<file path="src/rtl/imem_pkg.sv">
// Shared constants and types for the instruction-memory arbiter slice.
package imem_pkg;

  localparam int unsigned IMEM_DEPTH = 256;
  localparam int unsigned IMEM_AW    = 8;
  localparam int unsigned IMEM_DW    = 32;

  typedef enum logic [1:0] {
    OWN_NONE  = 2'd0,
    OWN_FETCH = 2'd1,
    OWN_LOAD  = 2'd2
  } owner_e;

  function automatic logic addr_in_range(input logic [31:0] addr,
                                         input logic [31:0] depth);
    return addr < depth;
  endfunction

endpackage

</file>
<file path="src/rtl/imem_arbiter_if.sv">
// Fetch, loader and memory-side signals of the instruction-memory arbiter.
interface imem_arbiter_if #(
  parameter int unsigned MAW = 8
) ();

  logic           f_req;
  logic [31:0]    f_addr;
  logic           f_gnt;
  logic           f_rvalid;
  logic [31:0]    f_rdata;
  logic           f_err;

  logic           l_req;
  logic           l_we;
  logic [31:0]    l_addr;
  logic [31:0]    l_wdata;
  logic           l_gnt;
  logic           l_rvalid;
  logic [31:0]    l_rdata;
  logic           l_err;

  logic           m_en;
  logic           m_we;
  logic [MAW-1:0] m_addr;
  logic [31:0]    m_wdata;
  logic [31:0]    m_rdata;

  // Arbiter side.
  modport slave (
    input  f_req, f_addr, l_req, l_we, l_addr, l_wdata, m_rdata,
    output f_gnt, f_rvalid, f_rdata, f_err,
    output l_gnt, l_rvalid, l_rdata, l_err,
    output m_en, m_we, m_addr, m_wdata
  );

  // Requesters plus memory array side.
  modport master (
    output f_req, f_addr, l_req, l_we, l_addr, l_wdata, m_rdata,
    input  f_gnt, f_rvalid, f_rdata, f_err,
    input  l_gnt, l_rvalid, l_rdata, l_err,
    input  m_en, m_we, m_addr, m_wdata
  );

endinterface

</file>
<file path="src/rtl/imem_starve_ctr.sv">
// Saturating count of consecutive loader grants taken while fetch waits.
module imem_starve_ctr #(
  parameter int unsigned LD_MAX = 4
) (
  input  logic clk,
  input  logic rst_n,
  input  logic inc,
  input  logic clr,
  output logic at_max
);

  localparam logic [3:0] MAX = 4'(LD_MAX);

  logic [3:0] cnt_q, cnt_d;

  always_comb begin
    cnt_d = cnt_q;
    if (clr) begin
      cnt_d = '0;
    end else if (inc && (cnt_q != MAX)) begin
      cnt_d = cnt_q + 4'd1;
    end
  end

  always_ff @(posedge clk or negedge rst_n) begin
    if (!rst_n) begin
      cnt_q <= '0;
    end else begin
      cnt_q <= cnt_d;
    end
  end

  assign at_max = (cnt_q == MAX);

endmodule

</file>
<file path="src/rtl/imem_arbiter.sv">
// Single-port instruction memory arbiter: loader priority with bounded
// fetch starvation, address range check, one-cycle response routing.
module imem_arbiter
  import imem_pkg::*;
#(
  parameter int unsigned DEPTH  = IMEM_DEPTH,
  parameter int unsigned MAW    = IMEM_AW,
  parameter int unsigned LD_MAX = 4
) (
  input  logic           clk,
  input  logic           rst_n,
  imem_arbiter_if.slave  bus
);

  localparam logic [31:0] DEPTH_W = 32'(DEPTH);

  logic        at_max;
  logic        l_win;
  logic        f_gnt, l_gnt, any_gnt;
  logic [31:0] sel_addr;
  logic        sel_ok;

  owner_e      owner_q, owner_d;
  logic        oor_q, oor_d;
  logic [31:0] f_rdata_q, f_rdata_d;
  logic [31:0] l_rdata_q, l_rdata_d;

  // Grants are gated by rst_n so they drop the moment reset asserts.
  always_comb begin
    l_win    = bus.l_req & ~(bus.f_req & at_max);
    l_gnt    = rst_n & l_win;
    f_gnt    = rst_n & bus.f_req & ~l_win;
    any_gnt  = f_gnt | l_gnt;
    sel_addr = l_gnt ? bus.l_addr : bus.f_addr;
    sel_ok   = addr_in_range(sel_addr, DEPTH_W);
  end

  imem_starve_ctr #(
    .LD_MAX (LD_MAX)
  ) u_starve (
    .clk    (clk),
    .rst_n  (rst_n),
    .inc    (l_gnt & bus.f_req),
    .clr    (~bus.f_req | f_gnt),
    .at_max (at_max)
  );

  always_comb begin
    bus.f_gnt   = f_gnt;
    bus.l_gnt   = l_gnt;
    bus.m_en    = any_gnt & sel_ok;
    bus.m_we    = any_gnt & sel_ok & l_gnt & bus.l_we;
    bus.m_addr  = '0;
    bus.m_wdata = '0;
    if (any_gnt && sel_ok) begin
      bus.m_addr  = sel_addr[MAW-1:0];
      bus.m_wdata = bus.l_wdata;
    end
  end

  // Owner of the response that lands next cycle.
  always_comb begin
    owner_d = OWN_NONE;
    if (f_gnt) begin
      owner_d = OWN_FETCH;
    end else if (l_gnt && !bus.l_we) begin
      owner_d = OWN_LOAD;
    end
    oor_d = any_gnt & ~sel_ok;
  end

  always_ff @(posedge clk or negedge rst_n) begin
    if (!rst_n) begin
      owner_q <= OWN_NONE;
      oor_q   <= 1'b0;
    end else begin
      owner_q <= owner_d;
      oor_q   <= oor_d;
    end
  end

  // Read data passes straight through on the response cycle and is then held.
  always_comb begin
    bus.f_rvalid = (owner_q == OWN_FETCH);
    bus.l_rvalid = (owner_q == OWN_LOAD);
    bus.f_err    = bus.f_rvalid & oor_q;
    bus.l_err    = oor_q & (owner_q != OWN_FETCH);
    f_rdata_d    = f_rdata_q;
    l_rdata_d    = l_rdata_q;
    if (bus.f_rvalid) begin
      f_rdata_d = oor_q ? '0 : bus.m_rdata;
    end
    if (bus.l_rvalid) begin
      l_rdata_d = oor_q ? '0 : bus.m_rdata;
    end
    bus.f_rdata = f_rdata_d;
    bus.l_rdata = l_rdata_d;
  end

  always_ff @(posedge clk or negedge rst_n) begin
    if (!rst_n) begin
      f_rdata_q <= '0;
      l_rdata_q <= '0;
    end else begin
      f_rdata_q <= f_rdata_d;
      l_rdata_q <= l_rdata_d;
    end
  end

endmodule

</file>
<file path="src/flat_wrapper.sv">
// flat-port wrapper written by rule: the top's interface ports become plain ports
module imem_arbiter_flat import imem_pkg::*;
#(
  parameter int unsigned DEPTH  = IMEM_DEPTH,
  parameter int unsigned MAW    = IMEM_AW,
  parameter int unsigned LD_MAX = 4
)
  (clk, rst_n, bus_f_req, bus_f_addr, bus_l_req, bus_l_we, bus_l_addr, bus_l_wdata, bus_m_rdata, bus_f_gnt, bus_f_rvalid, bus_f_rdata, bus_f_err, bus_l_gnt, bus_l_rvalid, bus_l_rdata, bus_l_err, bus_m_en, bus_m_we, bus_m_addr, bus_m_wdata);
  imem_arbiter_if #(.MAW(MAW)) bus_i ();
  input  logic clk;
  input  logic rst_n;
  input wire logic [$bits(bus_i.f_req)-1:0] bus_f_req;
  input wire logic [$bits(bus_i.f_addr)-1:0] bus_f_addr;
  input wire logic [$bits(bus_i.l_req)-1:0] bus_l_req;
  input wire logic [$bits(bus_i.l_we)-1:0] bus_l_we;
  input wire logic [$bits(bus_i.l_addr)-1:0] bus_l_addr;
  input wire logic [$bits(bus_i.l_wdata)-1:0] bus_l_wdata;
  input wire logic [$bits(bus_i.m_rdata)-1:0] bus_m_rdata;
  output wire logic [$bits(bus_i.f_gnt)-1:0] bus_f_gnt;
  output wire logic [$bits(bus_i.f_rvalid)-1:0] bus_f_rvalid;
  output wire logic [$bits(bus_i.f_rdata)-1:0] bus_f_rdata;
  output wire logic [$bits(bus_i.f_err)-1:0] bus_f_err;
  output wire logic [$bits(bus_i.l_gnt)-1:0] bus_l_gnt;
  output wire logic [$bits(bus_i.l_rvalid)-1:0] bus_l_rvalid;
  output wire logic [$bits(bus_i.l_rdata)-1:0] bus_l_rdata;
  output wire logic [$bits(bus_i.l_err)-1:0] bus_l_err;
  output wire logic [$bits(bus_i.m_en)-1:0] bus_m_en;
  output wire logic [$bits(bus_i.m_we)-1:0] bus_m_we;
  output wire logic [$bits(bus_i.m_addr)-1:0] bus_m_addr;
  output wire logic [$bits(bus_i.m_wdata)-1:0] bus_m_wdata;
  assign bus_i.f_req = bus_f_req;
  assign bus_i.f_addr = bus_f_addr;
  assign bus_i.l_req = bus_l_req;
  assign bus_i.l_we = bus_l_we;
  assign bus_i.l_addr = bus_l_addr;
  assign bus_i.l_wdata = bus_l_wdata;
  assign bus_i.m_rdata = bus_m_rdata;
  assign bus_f_gnt = bus_i.f_gnt;
  assign bus_f_rvalid = bus_i.f_rvalid;
  assign bus_f_rdata = bus_i.f_rdata;
  assign bus_f_err = bus_i.f_err;
  assign bus_l_gnt = bus_i.l_gnt;
  assign bus_l_rvalid = bus_i.l_rvalid;
  assign bus_l_rdata = bus_i.l_rdata;
  assign bus_l_err = bus_i.l_err;
  assign bus_m_en = bus_i.m_en;
  assign bus_m_we = bus_i.m_we;
  assign bus_m_addr = bus_i.m_addr;
  assign bus_m_wdata = bus_i.m_wdata;
  imem_arbiter #(.DEPTH(DEPTH), .MAW(MAW), .LD_MAX(LD_MAX)) u_core (.clk(clk), .rst_n(rst_n), .bus(bus_i));
endmodule
</file>
<file path="config.mk">
export PLATFORM = sky130hd
export DESIGN_NAME = imem_arbiter_flat
export DESIGN_NICKNAME = d
export VERILOG_FILES = /design/src/rtl/imem_pkg.sv /design/src/rtl/imem_arbiter_if.sv /design/src/rtl/imem_starve_ctr.sv /design/src/rtl/imem_arbiter.sv /design/src/flat_wrapper.sv
export SDC_FILE = /design/constraint.sdc
export NUM_CORES = 1
export LEC_CHECK = 0
export CAP_MARGIN = 20
export CORE_MARGIN = 3
export CORE_UTILIZATION = 35
export CTS_CLUSTER_DIAMETER = 30
export DETAILED_ROUTE_END_ITERATION = 6
export PLACE_DENSITY = 0.81
export RECOVER_POWER = 50
export SLEW_MARGIN = 20
export SYNTH_ARGS = -nofsm -noshare
export SYNTH_HDL_FRONTEND = slang
export SYNTH_SLANG_ARGS = --single-unit
</file>
<file path="constraint.sdc">
create_clock -name clk -period 2.6 [get_ports clk]
set_input_delay 0.52 -clock clk [delete_from_list [all_inputs] [get_ports clk]]
set_output_delay 0.52 -clock clk [all_outputs]
set_load 0.05 [all_outputs]
</file>
==> reports/metrics.csv, run 1 <==
stage,metric,value,unit
logic_synthesis,syn_avg_cell_area,8.59,um^2
global_route,grt_pass1_vias,4285,
global_route,grt_pass1_wl,22500,um
power,power_leakage,3.13,nW
sta,hold_violations,0,
sta,finalCritPeriodShare,104,%
logic_synthesis,synth-async-reset-ratio,100,%
finish,drive_gt1_share,35.5,%
logic_synthesis,synthSimpleGateAreaFrac,25.1,%
sta,setup_slack,-0.0986,ns
job,drv_cap,0,
clock_tree,clkLatencyLatePin,0.35,ns
outcome,status,finished with violations,
logic_synthesis,synth_edf_count,0,
global_route,met2_usage,46.5,%
sta,slew_headroom,14.1,%
global_route,overflow,0,
worst_setup_path,cp_data_required_time,2.08,ns
sta,grt_setup_unrepaired,true,
die,dieArea,11200,um^2
logic_synthesis,ys_seq_area_share,51.0,%
logic_synthesis,synth_top_family_by_area,simple AND/OR/NAND/NOR gates,
routing,ant_nets,0,
global_route,track_usage,25.6,%
placement,place_congestion,0.807,
logic_synthesis,synth_xor_area_share,0,%
worst_setup_path,cp_max_fo,6,
die,num_rows,35,
finish,fill_cells,584,
global_route,grt_max_degree,57,
die,core-area,9460,um^2
worst_hold_path,hp-class,in2async,
worst_setup_path,start_kind,input pin,
clock_tree,cts_buffers,9,
routing,via_per_inst,5.12,
finish,nets,797,
worst_setup_path,crit_arrival,2.18,ns
die,dieHeight,106,um
power,vdd_drop_max,0.000290,V
clock_tree,h-tree-depth,3,
placement,place_area,6520,um^2
global_route,met3_usage,6.31,%
power,design_power_total,3.75,mW
logic_synthesis,ys_seq_elements,71,
routing,wl_per_cell,18.8,um
routing,drt_iter0_drc,265,
global_route,grt.busiest_layer,met2,
clock_tree,clk_pin_slew,0.08,ns
logic_synthesis,netlist_area,3490,um^2
clock_tree,root_buffer,clkbuf_8,
die,die_x,106,um
placement,dp_hpwl,10400,um
routing,drc,0,
logic_synthesis,syn_inst,406,
die,pin_count,245,
clock_tree,cts_tree,done,
routing,dr.pass1.iters,5,
logic_synthesis,synthMuxAreaShare,0.287,%
sta,min_period,2.70,ns
routing,vias,4077,
routing,wl,15000,um
global_route,met1_usage,28.1,%
sta,worstMarginPinSlew,1.29,ns
logic_synthesis,synth_compound_area_share,17.8,%
sta,slew_violations,0,
sta,max_freq,371,MHz
finish,seq_area,1780,um^2
worst_setup_path,crit_type,in2out,
sta,setup_viol,33,
finish,fin_area,7220,um^2
outcome,violations,setup timing,
placement,io_buffers,244,
logic_synthesis,ys_types,33,
worst_setup_path,cp-end-kind,output pin,
die,start_util,36.9,%
sta,skew,0.0135,ns
finish,final_common_cell,nand2_1,
logic_synthesis,synth_adder_area_share,0.718,%
finish,final_cell_mix,"nand2_1 (130), clkdlybuf4s50_1 (83), buf_4 (81)",
logic_synthesis,synth_flop_cell,dfrtp_1,
finish,multi_input_area,1980,um^2
power,pwr_density_cell,520,nW/um^2
finish,area_growth,107,%
logic_synthesis,synth_warnings,0,
logic_synthesis,syn_nets,541,
clock_tree,postCtsHoldBufs,0,
clock_tree,clkSinkCount,71,
global_route,antenna_found_initial,1,
clock_tree,clock_path_buffers,2,
## worst paths after layout
kind                                           from                    to  slack [ns]  cells past startpoint
setup reg to reg           u_core.u_starve.cnt_q[0]          u_core.oor_q        0.90                      8
min in group clk               u_core.f_rdata_q[10]  u_core.f_rdata_q[10]        0.50                      2
max in group asynchronous                     rst_n   u_core.l_rdata_q[5]        0.74                      3
hold / removal                                rst_n  u_core.f_rdata_q[30]        0.34                      2
setup / recovery                     bus_f_addr[19]        bus_m_wdata[2]        -0.1                      7
hold reg to reg                u_core.f_rdata_q[10]  u_core.f_rdata_q[10]        0.50                      2
## logic make-up after synthesis
group / Yosys count
compound gates: 113
fa+ha+maj: 2
buf+inv: 39
flops: 71
mux: 1
simple gates: 180
## metal layers
layer,up-vias,share of wire [%]
met3,37,7.3
li1,1911,-
met1,1923,35
met4,0,3.5
met5,-,0
met2,206,54
## worst max-delay path: stages
cell	delay, ns
dlygate4sd2_1	0.23
nor4_1	0.29
and4_4	0.30
nand3_4	0.22
clkbuf_16	0.27
a21oi_4	0.18
buf_12	0.15
## synth_stat cells (all sizes together), types with 2 or more instances
cell type | count | area, um^2
o21a | 3 | 22.5
a21oi | 41 | 246
or4 | 4 | 45.0
and2 | 2 | 12.5
inv | 6 | 22.5
nand2b | 2 | 12.5
nor2 | 5 | 51.3
nand2 | 130 | 488
o21ai | 66 | 330
and3 | 2 | 12.5
nand4 | 16 | 100
nor4 | 8 | 50.1
nand3 | 4 | 45.0
ha | 2 | 25.0
and4 | 3 | 26.3
dfrtp | 71 | 1780
clkbuf | 21 | 78.8
buf | 11 | 73.8
## flip-flops by register name (all words and copies together), names as in the netlist
signal and count:
u_core.oor_q 1, u_core.f_rdata_q 32, u_core.u_starve.cnt_q 4, u_core.l_rdata_q 32
u_core.owner_q 2
## power breakdown
group	internal (mW)	switching [mW]	total, mW
logic	0.500	1.09	1.59
clock network	0.366	0.456	0.821
registers	1.29	0.0541	1.34
total	2.15	1.60	3.75
## stage by stage
stage,setup TNS [ns],util [%],setup slack (ns),hold WS (ns),instances
after floorplan,-4.94,-,-0.246,0.224,406
after global placement,-9.15,68.9,-0.308,0.474,769
after detailed placement,-10.07,68.9,-0.321,0.483,769
after CTS,-0.321,74.7,-0.0727,0.189,793
after global routing,-4.82,76.3,-0.176,0.388,796
final,-1.65,76.4,-0.0986,0.336,797
## timing repair
action | in CTS | in global routing
setup endpoints to repair | 42 | 46
gates cloned | 4 | 2
pin swaps | 26 | 28
setup buffers | 5 | 5
resized for setup | 132 | 40
## area by class of cell
cell class	count	area share (%)
Antenna cell	1	0.0346
Clock buffer	9	1.71
Clock inverter	7	0.866
Inverter	7	0.398
Multi-Input combinational cell	296	27.5
Sequential cell	71	24.6
Tap cell	129	2.23
Timing Repair Buffer	277	42.7
No activity file was read; power rests on OpenSTA's default activity.
==> inputs of run 2 (changes only) <==
--- a/config.mk
+++ b/config.mk
@@ -12,7 +12,6 @@
 export DETAILED_ROUTE_END_ITERATION = 6
 export PLACE_DENSITY = 0.81
 export RECOVER_POWER = 50
-export SLEW_MARGIN = 20
 export SYNTH_ARGS = -nofsm -noshare
 export SYNTH_HDL_FRONTEND = slang
 export SYNTH_SLANG_ARGS = --single-unit
==> results of run 2 <==
Same layout as run 1: the final DEF is identical, and so are final timing and power.
==> inputs of run 3 (changes only) <==
--- a/config.mk
+++ b/config.mk
@@ -10,6 +10,7 @@
 export CORE_UTILIZATION = 35
 export CTS_CLUSTER_DIAMETER = 30
 export DETAILED_ROUTE_END_ITERATION = 6
+export HOLD_SLACK_MARGIN = 0.05
 export PLACE_DENSITY = 0.81
 export RECOVER_POWER = 50
 export SYNTH_ARGS = -nofsm -noshare
==> results of run 3 <==
Same layout as run 1: the final DEF is identical, and so are final timing and power.
==> edit (flow settings as in run 1) <==
Reset style: synchronous (`rst_n`), changed in 3 clocked blocks.
--- a/src/rtl/imem_starve_ctr.sv
+++ b/src/rtl/imem_starve_ctr.sv
@@ -22,7 +22,7 @@
     end
   end
 
-  always_ff @(posedge clk or negedge rst_n) begin
+  always_ff @(posedge clk) begin
     if (!rst_n) begin
       cnt_q <= '0;
     end else begin
--- a/src/rtl/imem_arbiter.sv
+++ b/src/rtl/imem_arbiter.sv
@@ -69,7 +69,7 @@
     oor_d = any_gnt & ~sel_ok;
   end
 
-  always_ff @(posedge clk or negedge rst_n) begin
+  always_ff @(posedge clk) begin
     if (!rst_n) begin
       owner_q <= OWN_NONE;
       oor_q   <= 1'b0;
@@ -97,7 +97,7 @@
     bus.l_rdata = l_rdata_d;
   end
 
-  always_ff @(posedge clk or negedge rst_n) begin
+  always_ff @(posedge clk) begin
     if (!rst_n) begin
       f_rdata_q <= '0;
       l_rdata_q <= '0;
Check against the original RTL: differs if rst_n is asserted again (counterexample within 4 cycles, from zero or initial values and one cycle with rst_n low); with rst_n held inactive, the same outputs for 10 cycles.
==> edit against run 1 <==
The run still ends with negative setup slack left. Cell area increased by 15%. Sequential share of layout area decreased by 7.4 points. Synthesized area decreased by 3.2%. Sequential cell count unchanged. Final cell count increased by 5.5%. Worst setup slack got worse by 0.36 ns. Wire length increased by 19%. Die area decreased by 3.0%. Critical endpoint is now bus_m_wdata[28]. Largest cell class unchanged.
Power is not compared: it rests on default switching activity, and its combinational part moved more than twofold at a synthesized area within 25%.
==> edit: results (changes against run 1) <==
| Metric | Value |
|---|---|
| Status | `complete, but fails checks` |
| Failing checks | `negative setup slack` |
| Vias in the first global route | `4720 (+10%)` |
| Layout non-clock buf frac | `0.489 (+0.0625)` |
| Layout cell share with drive strength beyond 1 | `0.358 (+0.00282)` |
| RePlAce Congestion | `0.822 (+1.9%)` |
| M2 GR Usage | `0.590 (+0.124)` |
| Syn Area/Cell | `7.65 um^2 (-11%)` |
| DRT iter0 DRCs | `214 (-19%)` |
| Max Fanout on Critical Path | `8 (+2)` |
| Placed Cells | `806 (+4.8%)` |
| Worst hold slack | `0.542 ns (+0.206 ns)` |
| Complex-gate fraction of the synthesized area | `0.120 (-0.0582)` |
| CP startpoint | `bus_l_addr[26]` |
| Setup WS post-layout | `-0.462 ns (-0.364 ns)` |
| Final setup viols | `42 (+27%)` |
| Sequential cell area fraction in the yosys report | `0.421 (-0.0883)` |
| Adder-cell share of the synthesized area | `0.00742 (+0.000239)` |
| Synth top cells by count | `nand2_1, dfxtp_1, o21ai_0` |
| Count of multi-input combinational gates | `327 (+10%)` |
| Setup Buffers After CTS | `11 (+6)` |
| Synth unique cells | `27 (-18%)` |
| Sequential share of cell area | `0.172 (-0.0744)` |
| Clk_skew | `0.00747 ns (-0.00603 ns)` |
| Met1 Track Usage GR | `0.315 (+0.0334)` |
| Mux cell area share after synthesis | `0.00334 (+0.000467)` |
| Worst hold path type | `flop to flop` |
| WL/cell | `21.2 um (+13%)` |
| Post-CTS sizing | `93 (-30%)` |
[edit: cell types whose count changed in the layout (fill, tap and decap cells not counted), moves of 8 or more]
cell / delta
and2_1: +62
dfxtp_1: +69
nand3_1: +9
nor3b_4: +31
or4b_4: +8
buf_4: -52
clkdlybuf4s50_1: +15
dlygate4sd2_1: -8
buf_12: +65
nand4_1: -14
dfrtp_1: -71
a21oi_4: -27
nand2_1: -29
[edit: logic make-up (layout without fill, tap and decap cells)]
kind of cell	count (synthesis)	after routing
AND/OR/NAND/NOR	246	246
AO/OA/AOI/OAI	78	78
flip-flops	71	71
buffers and inverters	43	314
adder cells (fa/ha/maj)	2	2
multiplexers	1	1
[edit: worst min-delay path: stages (launching register included)]
cell and delay (ns):
dfxtp_2 0.34, buf_4 0.12, nor2_1 0.05
[edit: where the power goes]
group | switching [uW] | internal (uW)
Sequential | 8.52 | 1110
Clock | 411 | 637
Combinational | 367 | 392
Total | 786 | 2140
